--- src/rtl/fifo_push_arbiter.sv ---
// Two-producer arbiter that owns a shared FIFO write port in bursts.
// It grants round-robin on contention and respects FIFO backpressure.
module fifo_push_arbiter #(
  parameter int FIFO_WIDTH = 8,
  parameter int MAX_BURST  = 4
) (
  input  logic                  clk,
  input  logic                  reset,
  input  logic                  req0_valid,
  input  logic [FIFO_WIDTH-1:0] req0_data,
  output logic                  req0_ready,
  input  logic                  req1_valid,
  input  logic [FIFO_WIDTH-1:0] req1_data,
  output logic                  req1_ready,
  input  logic                  fifo_full,
  output logic                  fifo_push,
  output logic [FIFO_WIDTH-1:0] fifo_data_in,
  output logic                  grant_active,
  output logic                  grant_id,
  output logic [1:0]            dbg_state_o,
  output logic [3:0]            dbg_burst_cnt_o
);

  // Handshake: a word moves when reqx_valid && reqx_ready at a rising edge;
  // ready is only ever raised for the owner, and only when the FIFO is not full.
  typedef enum logic [1:0] {
    IDLE = 2'd0,
    OWN0 = 2'd1,
    OWN1 = 2'd2
  } state_t;

  localparam logic [3:0] MAX_CNT = 4'(MAX_BURST);

  state_t     state_q, state_d;
  logic [3:0] burst_cnt_q, burst_cnt_d;
  logic       grant_id_q, grant_id_d;

  logic own_valid;
  logic other_valid;
  logic limit_hit;
  logic pick1;

  always_ff @(posedge clk or posedge reset) begin
    if (reset) begin
      state_q     <= IDLE;
      burst_cnt_q <= 4'd0;
      grant_id_q  <= 1'b1;
    end else begin
      state_q     <= state_d;
      burst_cnt_q <= burst_cnt_d;
      grant_id_q  <= grant_id_d;
    end
  end

  always_comb begin
    state_d      = state_q;
    burst_cnt_d  = burst_cnt_q;
    grant_id_d   = grant_id_q;
    fifo_push    = 1'b0;
    req0_ready   = 1'b0;
    req1_ready   = 1'b0;
    fifo_data_in = '0;
    grant_active = 1'b0;
    own_valid    = 1'b0;
    other_valid  = 1'b0;
    limit_hit    = 1'b0;
    pick1        = 1'b0;

    case (state_q)
      IDLE: begin
        if (req0_valid || req1_valid) begin
          // On contention, the producer that did not own the port last wins.
          pick1       = (req0_valid && req1_valid) ? ~grant_id_q : req1_valid;
          state_d     = pick1 ? OWN1 : OWN0;
          grant_id_d  = pick1;
          burst_cnt_d = 4'd0;
        end
      end
      OWN0, OWN1: begin
        grant_active = 1'b1;
        own_valid    = (state_q == OWN0) ? req0_valid : req1_valid;
        other_valid  = (state_q == OWN0) ? req1_valid : req0_valid;
        fifo_data_in = (state_q == OWN0) ? req0_data  : req1_data;
        fifo_push    = own_valid && !fifo_full;
        req0_ready   = fifo_push && (state_q == OWN0);
        req1_ready   = fifo_push && (state_q == OWN1);
        if (fifo_push) begin
          burst_cnt_d = burst_cnt_q + 4'd1;
        end
        limit_hit = fifo_push && ((burst_cnt_q + 4'd1) == MAX_CNT);
        if (!own_valid || limit_hit) begin
          if (other_valid) begin
            state_d     = (state_q == OWN0) ? OWN1 : OWN0;
            grant_id_d  = (state_q == OWN0);
            burst_cnt_d = 4'd0;
          end else if (limit_hit) begin
            // Sole requester at its burst limit: start a fresh burst.
            burst_cnt_d = 4'd0;
          end else begin
            state_d = IDLE;
          end
        end
      end
      default: state_d = IDLE;
    endcase
  end

  assign grant_id        = grant_id_q;
  assign dbg_state_o     = state_q;
  assign dbg_burst_cnt_o = burst_cnt_q;

endmodule

--- config.mk ---
export PLATFORM = sky130hd
export DESIGN_NAME = fifo_push_arbiter
export DESIGN_NICKNAME = d
export VERILOG_FILES = /design/src/rtl/fifo_push_arbiter.sv
export SDC_FILE = /design/constraint.sdc
export NUM_CORES = 1
export LEC_CHECK = 0
export BUFFER_PORTS_ARGS = -buffer_cell sky130_fd_sc_hd__buf_4
export CAP_MARGIN = 20
export CORE_AREA = 2 2 48 50
export DETAILED_ROUTE_END_ITERATION = 6
export DIE_AREA = 0 0 50 52
export PLACE_DENSITY = 0.68
export SLEW_MARGIN = 40
export SYNTH_ARGS = -nofsm -noshare
export SYNTH_HDL_FRONTEND = slang
export SYNTH_SLANG_ARGS = --single-unit
--- constraint.sdc ---
create_clock -name clk -period 2.7 [get_ports clk]
set_input_delay 0.405 -clock clk [delete_from_list [all_inputs] [get_ports clk]]
set_output_delay 0.405 -clock clk [all_outputs]
set_load 0.03 [all_outputs]
==> results of run 1 <==
-- flip-flops by register name, summed over array words and instances (netlist names) --
register / flops
grant_id: 1
dbg_state_o: 2
dbg_burst_cnt_o: 4
-- logic make-up (layout without fill, tap and decap cells) --
kind of cell    after synthesis  in the layout  share of synthesized area (%)
simple gates                 35             35                           26.7
flops                         7              7                           22.7
xor+xnor                      1              1                           1.13
fa+ha+maj                     6              6                           9.65
mux                          14             14                           18.6
buf+inv                       8             50                           3.86
compound gates               19             19                           17.4
-- Yosys cell counts, drive strengths merged, types with 2 or more instances --
cell and number:
mux2i 10, nor2b 13, inv 5, dfrtp 6
nand2 7, a22o 2, nand4b 2, and3 3
o21ai 3, nand3b 2, mux2 4, a21oi 5
nor2 3, clkbuf 2, ha 6
-- power groups by stage --
stage               clock network, mW  registers, mW  logic [mW]
floorplan                           0          0.235       0.625
global placement                    0          0.180       0.966
detailed placement                  0          0.183       0.973
CTS                            0.0954          0.183       0.978
global route                    0.102          0.188        1.05
finish                         0.0910          0.182       0.972
-- metrics by stage --
step / utilization [%] / std cells
after detailed placement: 52.7 / 156
after CTS: 54.0 / 160
after global routing: 54.0 / 160
final: 54.0 / 160
after global placement: 52.7 / 156
after floorplan: - / 90
-- area by class of cell --
type	instances	area share [%]
multi-input cells	75	50.3
inverters	5	1.65
well taps	28	3.08
repair buffers	41	27.1
clock buffers	4	2.31
flip-flops and latches	7	15.5
-- layer usage --
layer | track usage [%] | share of wire [%] | wire length, um | vias to the layer above
li1 | - | - | - | 412
met1 | 22.6 | 45 | 949 | 379
met2 | 30.9 | 53 | 1110 | 8
met3 | 2.01 | 1.7 | 35 | 2
met4 | 5.56 | 0.38 | 8 | 0
met5 | 0 | 0 | 0 | -
-- worst paths after layout --
| path | cells after the start | to | start | slack, ns |
|---|---|---|---|---|
| max | 7 | dbg_state_o[1] | dbg_state_o[1] | 0.37 |
| min | 2 | dbg_burst_cnt_o[0] | reset | 0.09 |
| max reg2reg | 7 | dbg_state_o[1] | dbg_state_o[1] | 0.37 |
| min reg2reg | 1 | dbg_state_o[0] | dbg_state_o[0] | 0.58 |
| max in group asynchronous | 2 | grant_id | reset | 2.34 |
| min in group clk | 1 | dbg_state_o[0] | dbg_state_o[0] | 0.58 |
==> impl_summary.txt, run 1 <==
----------------------------------------------------
[Outcome]
  Status ... complete, no violations

[Placed design]
  Routability congestion estimate from global placement ... 0.783
  Post-detailed-placement cell area ... 1110 um2
  Hpwl dp ... 1.70 mm
  Port bufs ... 39
  Worst setup slack before clock tree synthesis ... 0.420 ns

[Timing]
  Final-report max-slew violation count ... 0
  Setup repair after global routing missed its margin ... false
  Worst Skew ... 0.00242 ns
  Achievable Freq ... 430 MHz
  Post-route minimum period ... 2.33 ns
  Tightest slew margin relative to the limit ... 68.9%
  Post-route clock period utilization ... 86.2%
  Transition time of the tightest slew-check pin ... 0.467 ns
  Worst Slack Setup Final ... 0.372 ns
  Fin Setup TNS ... 0 ns
  Final setup violation count ... 0
  Count of endpoints failing hold in the final timing report ... 0
  Min Hold Slack ... 0.0883 ns

[Clocking]
  CTS clock-pin slew for the worst setup and hold paths ... 0.05 ns
  CTS HTree Levels ... 1
  Clock Tree Buf Depth ... 2
  Number of buffers inserted to repair setup after CTS ... 0
  Clock tree from TritonCTS ... done
  Clock insertion delay at the later pin of the skew report ... 0.24 ns
  Root Driver ... sky130_fd_sc_hd__clkbuf_4
  Num Clock Sinks ... 7
  Hold Buf Count CTS ... 0
  Num CTS Buffers ... 3
  Post-cts gate resize count ... 0

[Setup path]
  Buffers and inverters on the worst path ... 1
  Cell-by-cell listing of the critical path ... inv_1 -> ha_1 -> mux2i_1 -> or4b_1 -> o21ai_2 -> mux2i_1 -> mux2_1
  Crit path required time ... 2.82 ns
  CP peak stage delay ... 0.51 ns
  Dominant delay contributor by cell family on the critical path ... multiplexers
  Type of origin of the critical path ... flop
  Most repeated library cell on the critical path ... sky130_fd_sc_hd__mux2i_1
  Critical Setup Path Class ... flop to flop
  Arr. time, crit path ... 2.45 ns
  Max Fanout on Critical Path ... 5
  Slowest cell on crit path ... sky130_fd_sc_hd__or4b_1
  Critical Path End Type ... flop

[Power and ir drop]
  Static power due to leakage ... 0.578 nW
  Maximum ir drop on the vdd rail ... 0.682 mV
  Switch Pwr ... 643 uW
  Part of the total power dissipated in sequential elements ... 14.6%
  Cell internal pwr ... 603 uW
  Clock network power share ... 7.3%
  Switching share of total power ... 51.6%
  Power density over the cells ... 1100 nW/um2
  Logic gate share of total power ... 78.1%
  Power Total ... 1.25 mW

[Floorplan]
  Die area ... 2600 um2
  Die height ... 52 um
  Area of the placeable core ... 2110 um2
  Die Span X ... 50 um
  Top Ports ... 40
  Placement Rows ... 17
  Initial core utilization ... 37.0%

[Final layout]
  Most frequent standard cell in the layout excluding fill and tap cells ... sky130_fd_sc_hd__buf_4
  Highest-count cells in the layout ignoring fill and taps ... sky130_fd_sc_hd__buf_4, sky130_fd_sc_hd__nor2b_1, sky130_fd_sc_hd__mux2i_1, sky130_fd_sc_hd__nand2_1
  Total area of multi-input combinational cells ... 572 um2
  Layout fillers ... 207
  Area of all placed cells without fillers ... 1140 um2
  Number of antenna diodes ... 0
  Share of cells above drive strength 1 ... 35.6%
  Area taken by flip-flops and latches ... 176 um2
  Nets ... 160
  Area Growth Syn to Fin ... 46.0%

[Synth]
  Post-synthesis area per instance ... 8.65 um2
  Fraction of post-synthesis cell area in the top cell type by area ... 19.3%
  Count of mapped cells out of synthesis ... 90
  Top cells by area, synth ... sky130_fd_sc_hd__dfrtp_1, sky130_fd_sc_hd__mux2i_1, sky130_fd_sc_hd__nor2b_1
  Cell accounting for the most synthesized area ... sky130_fd_sc_hd__dfrtp_1
  Most common flop cell mapped by yosys ... sky130_fd_sc_hd__dfrtp_1
  Number of enable-type register cells in the synthesized netlist ... 0
  Synthesized cell area ... 778 um2
  Post-synth cell types ... 35
  Warning count from the yosys run ... 0
  Yosys reg bits ... 7
  Number of nets produced by synthesis ... 117
  Fraction of the yosys area taken by sequential cells ... 22.7%
  Ys async rst share ... 100%

[Routing]
  Average detailed-routed wire length per instance ... 13.1 um
  Initial drt markers ... 7
  DRT antenna net count ... 0
  Total vias in the final route ... 801
  DRT Pass-1 Iters ... 4
  Wirelength, routed ... 2.10 mm
  Final routed DRC violation total ... 0
  Average vias per placed instance ... 5.01

[Run]
  Max-cap violations ... 0

[Hold path]
  Type of the tightest min-delay check ... input port to async pin

[Global route]
  Pin count of the biggest net entering global routing ... 20
  Global-route wire length before repair ... 3.55 mm
  GRT Residual Overflow ... 0
  Initial antenna violation count ... 0
  Via count of the first global-routing pass ... 779
  Total global-route track usage ... 17.7%

----------------------------------------------------
No activity file was read; power rests on OpenSTA's default activity.
==> run 2: changes to the inputs <==
Settings changed: CORE_AREA 2 2 48 50 to 2 2 46 48, DIE_AREA 0 0 50 52 to 0 0 48 50, PLACE_DENSITY 0.68 to 0.74, SETUP_SLACK_MARGIN set to 0.4, SKIP_LAST_GASP set to 1.
==> run 2 against run 1 <==
  * Combinational power increased by 12%
  * Worst hold slack lost 0.0013 ns
  * First-iteration DRC count up 130%
  * Sequential power about the same
  * Sequential cell count unchanged
  * Die area decreased by 7.7%
  * Power grew 9.6%
  * Global-route usage increased by 0.66 points
  * Critical path type unchanged
  * Critical endpoint unchanged
  * Largest power group unchanged
==> impl_summary.txt, run 2 (same netlist as run 1, synthesis figures left out) <==
----------------------------------------------------
[Outcome]
  Status ... complete, no violations

[Power and ir drop]
  Maximum ir drop on the vdd rail ... 0.692 mV
  Power density over the cells ... 1120 nW/um2
  Power Total ... 1.37 mW
  Static power due to leakage ... 0.602 nW

[Setup path]
  Reg-to-reg startpoint ... dbg_state_o[0]
  Critical Path End Type ... flop
  Type of origin of the critical path ... flop
  Critical Setup Path Class ... flop to flop
  Max Fanout on Critical Path ... 4
  CP startpoint ... dbg_state_o[0]
  Arr. time, crit path ... 2.36 ns
  Worst Setup EP ... dbg_state_o[1]
  Crit path required time ... 2.82 ns
  Slack of the worst reg-to-reg path ... 0.47 ns
  Worst flop-to-flop path endpoint ... dbg_state_o[1]
  Cell depth of the worst flop-to-flop path ... 6

[Timing]
  Final-report max-slew violation count ... 0
  Final setup violation count ... 0
  Count of endpoints failing hold in the final timing report ... 0
  Setup repair after global routing missed its margin ... false
  Worst Slack Setup Final ... 0.468 ns
  Achievable Freq ... 448 MHz
  Tightest slew margin relative to the limit ... 70.9%
  Post-route minimum period ... 2.23 ns
  Transition time of the tightest slew-check pin ... 0.435 ns
  Min Hold Slack ... 0.0870 ns
  Worst Skew ... 0.00305 ns
  Post-route clock period utilization ... 82.7%
  Fin Setup TNS ... 0 ns

[Placed design]
  Post-detailed-placement cell area ... 1130 um2
  Port bufs ... 39
  Worst setup slack before clock tree synthesis ... 0.428 ns
  Placed cell count ... 155
  Hpwl dp ... 1.67 mm
  Routability congestion estimate from global placement ... 0.780

[Floorplan]
  Initial core utilization ... 40.9%
  Die area ... 2400 um2
  Die Span X ... 48 um
  Top Ports ... 40
  Die height ... 50 um
  Placement Rows ... 16
  Area of the placeable core ... 1900 um2

[Global route]
  GRT Residual Overflow ... 0
  Global-route wire length before repair ... 3.29 mm
  Via count of the first global-routing pass ... 762
  Pin count of the biggest net entering global routing ... 20
  Total global-route track usage ... 18.3%
  Initial antenna violation count ... 0

[Routing]
  Average vias per placed instance ... 5.24
  Wirelength, routed ... 2.10 mm
  DRT Pass-1 Iters ... 4
  Total vias in the final route ... 843
  Final routed DRC violation total ... 0
  Average detailed-routed wire length per instance ... 13.0 um
  Initial drt markers ... 16
  DRT antenna net count ... 0

[Final layout]
  Number of flip-flops in the largest register ... 4
  Highest-count cells in the layout ignoring fill and taps ... sky130_fd_sc_hd__buf_4, sky130_fd_sc_hd__mux2i_1, sky130_fd_sc_hd__nor2b_2, sky130_fd_sc_hd__nand2_1
  Area of all placed cells without fillers ... 1220 um2
  Nets ... 162
  Share of cells above drive strength 1 ... 50.0%
  Most frequent standard cell in the layout excluding fill and tap cells ... sky130_fd_sc_hd__buf_4
  Layout fillers ... 169
  Area Growth Syn to Fin ... 57.1%
  Filler-free cell count of the finished design ... 161
  Final core utilization ... 64.3%
  Number of antenna diodes ... 0

[Clocking]
  Clock Tree Buf Depth ... 2
  Num Clock Sinks ... 7
  Root Driver ... sky130_fd_sc_hd__clkbuf_4
  Clock tree from TritonCTS ... done
  CTS clock-pin slew for the worst setup and hold paths ... 0.05 ns
  Hold Buf Count CTS ... 0
  Num CTS Buffers ... 3
  CTS HTree Levels ... 1
  Clock insertion delay at the later pin of the skew report ... 0.24 ns

[Hold path]
  Type of the tightest min-delay check ... input port to async pin

[Run]
  Max-cap violations ... 0

----------------------------------------------------
==> run 2: report_power, final <==
part / leakage [nW] / internal [mW] / total [mW] / switching (mW)
sequential: 0.0885 / 0.145 / 0.183 / 0.0387
clock: 0.0150 / 0.0561 / 0.0909 / 0.0348
combinational: 0.499 / 0.487 / 1.09 / 0.605
total: 0.602 / 0.687 / 1.37 / 0.678
==> run 2: worst min path at each step <==
stage | to | from
finish | dbg_burst_cnt_o[3] | reset
global route | dbg_burst_cnt_o[3] | reset
CTS | dbg_burst_cnt_o[3] | reset
detailed placement | dbg_burst_cnt_o[3] | reset
global placement | dbg_burst_cnt_o[1] | reset
floorplan | dbg_burst_cnt_o[0] | reset
==> run 2: metal layers <==
metal	track usage (%)	vias to the layer above	wire length, um
li1	-	418	-
met5	0	-	0
met2	30.4	12	1090
met3	2.56	2	55
met4	2.70	0	15
met1	25.1	411	940
==> run 2: what timing repair did <==
action                                 CTS  global route
endpoints found under the hold margin    0             0
gates resized for setup                  0            10
setup buffers                            0             2
setup endpoints to repair                0             5
==> run 2: critical path, cell delays in order (launching register included) <==
cell	delay [ns]
sky130_fd_sc_hd__dfrtp_2	0.43
sky130_fd_sc_hd__ha_4	0.17
sky130_fd_sc_hd__mux2i_2	0.16
sky130_fd_sc_hd__or4b_4	0.54
sky130_fd_sc_hd__o21ai_4	0.21
sky130_fd_sc_hd__mux2i_4	0.28
sky130_fd_sc_hd__mux2_4	0.32
==> run 2: final cells by class <==
cell class	instances	area [um2]	area share, %
Clock buffer	4	26.3	2.15
Timing Repair Buffer	43	323	26.4
Tap cell	27	33.8	2.76
Multi-Input combinational cell	75	642	52.5
Sequential cell	7	179	14.6
Inverter	5	18.8	1.54
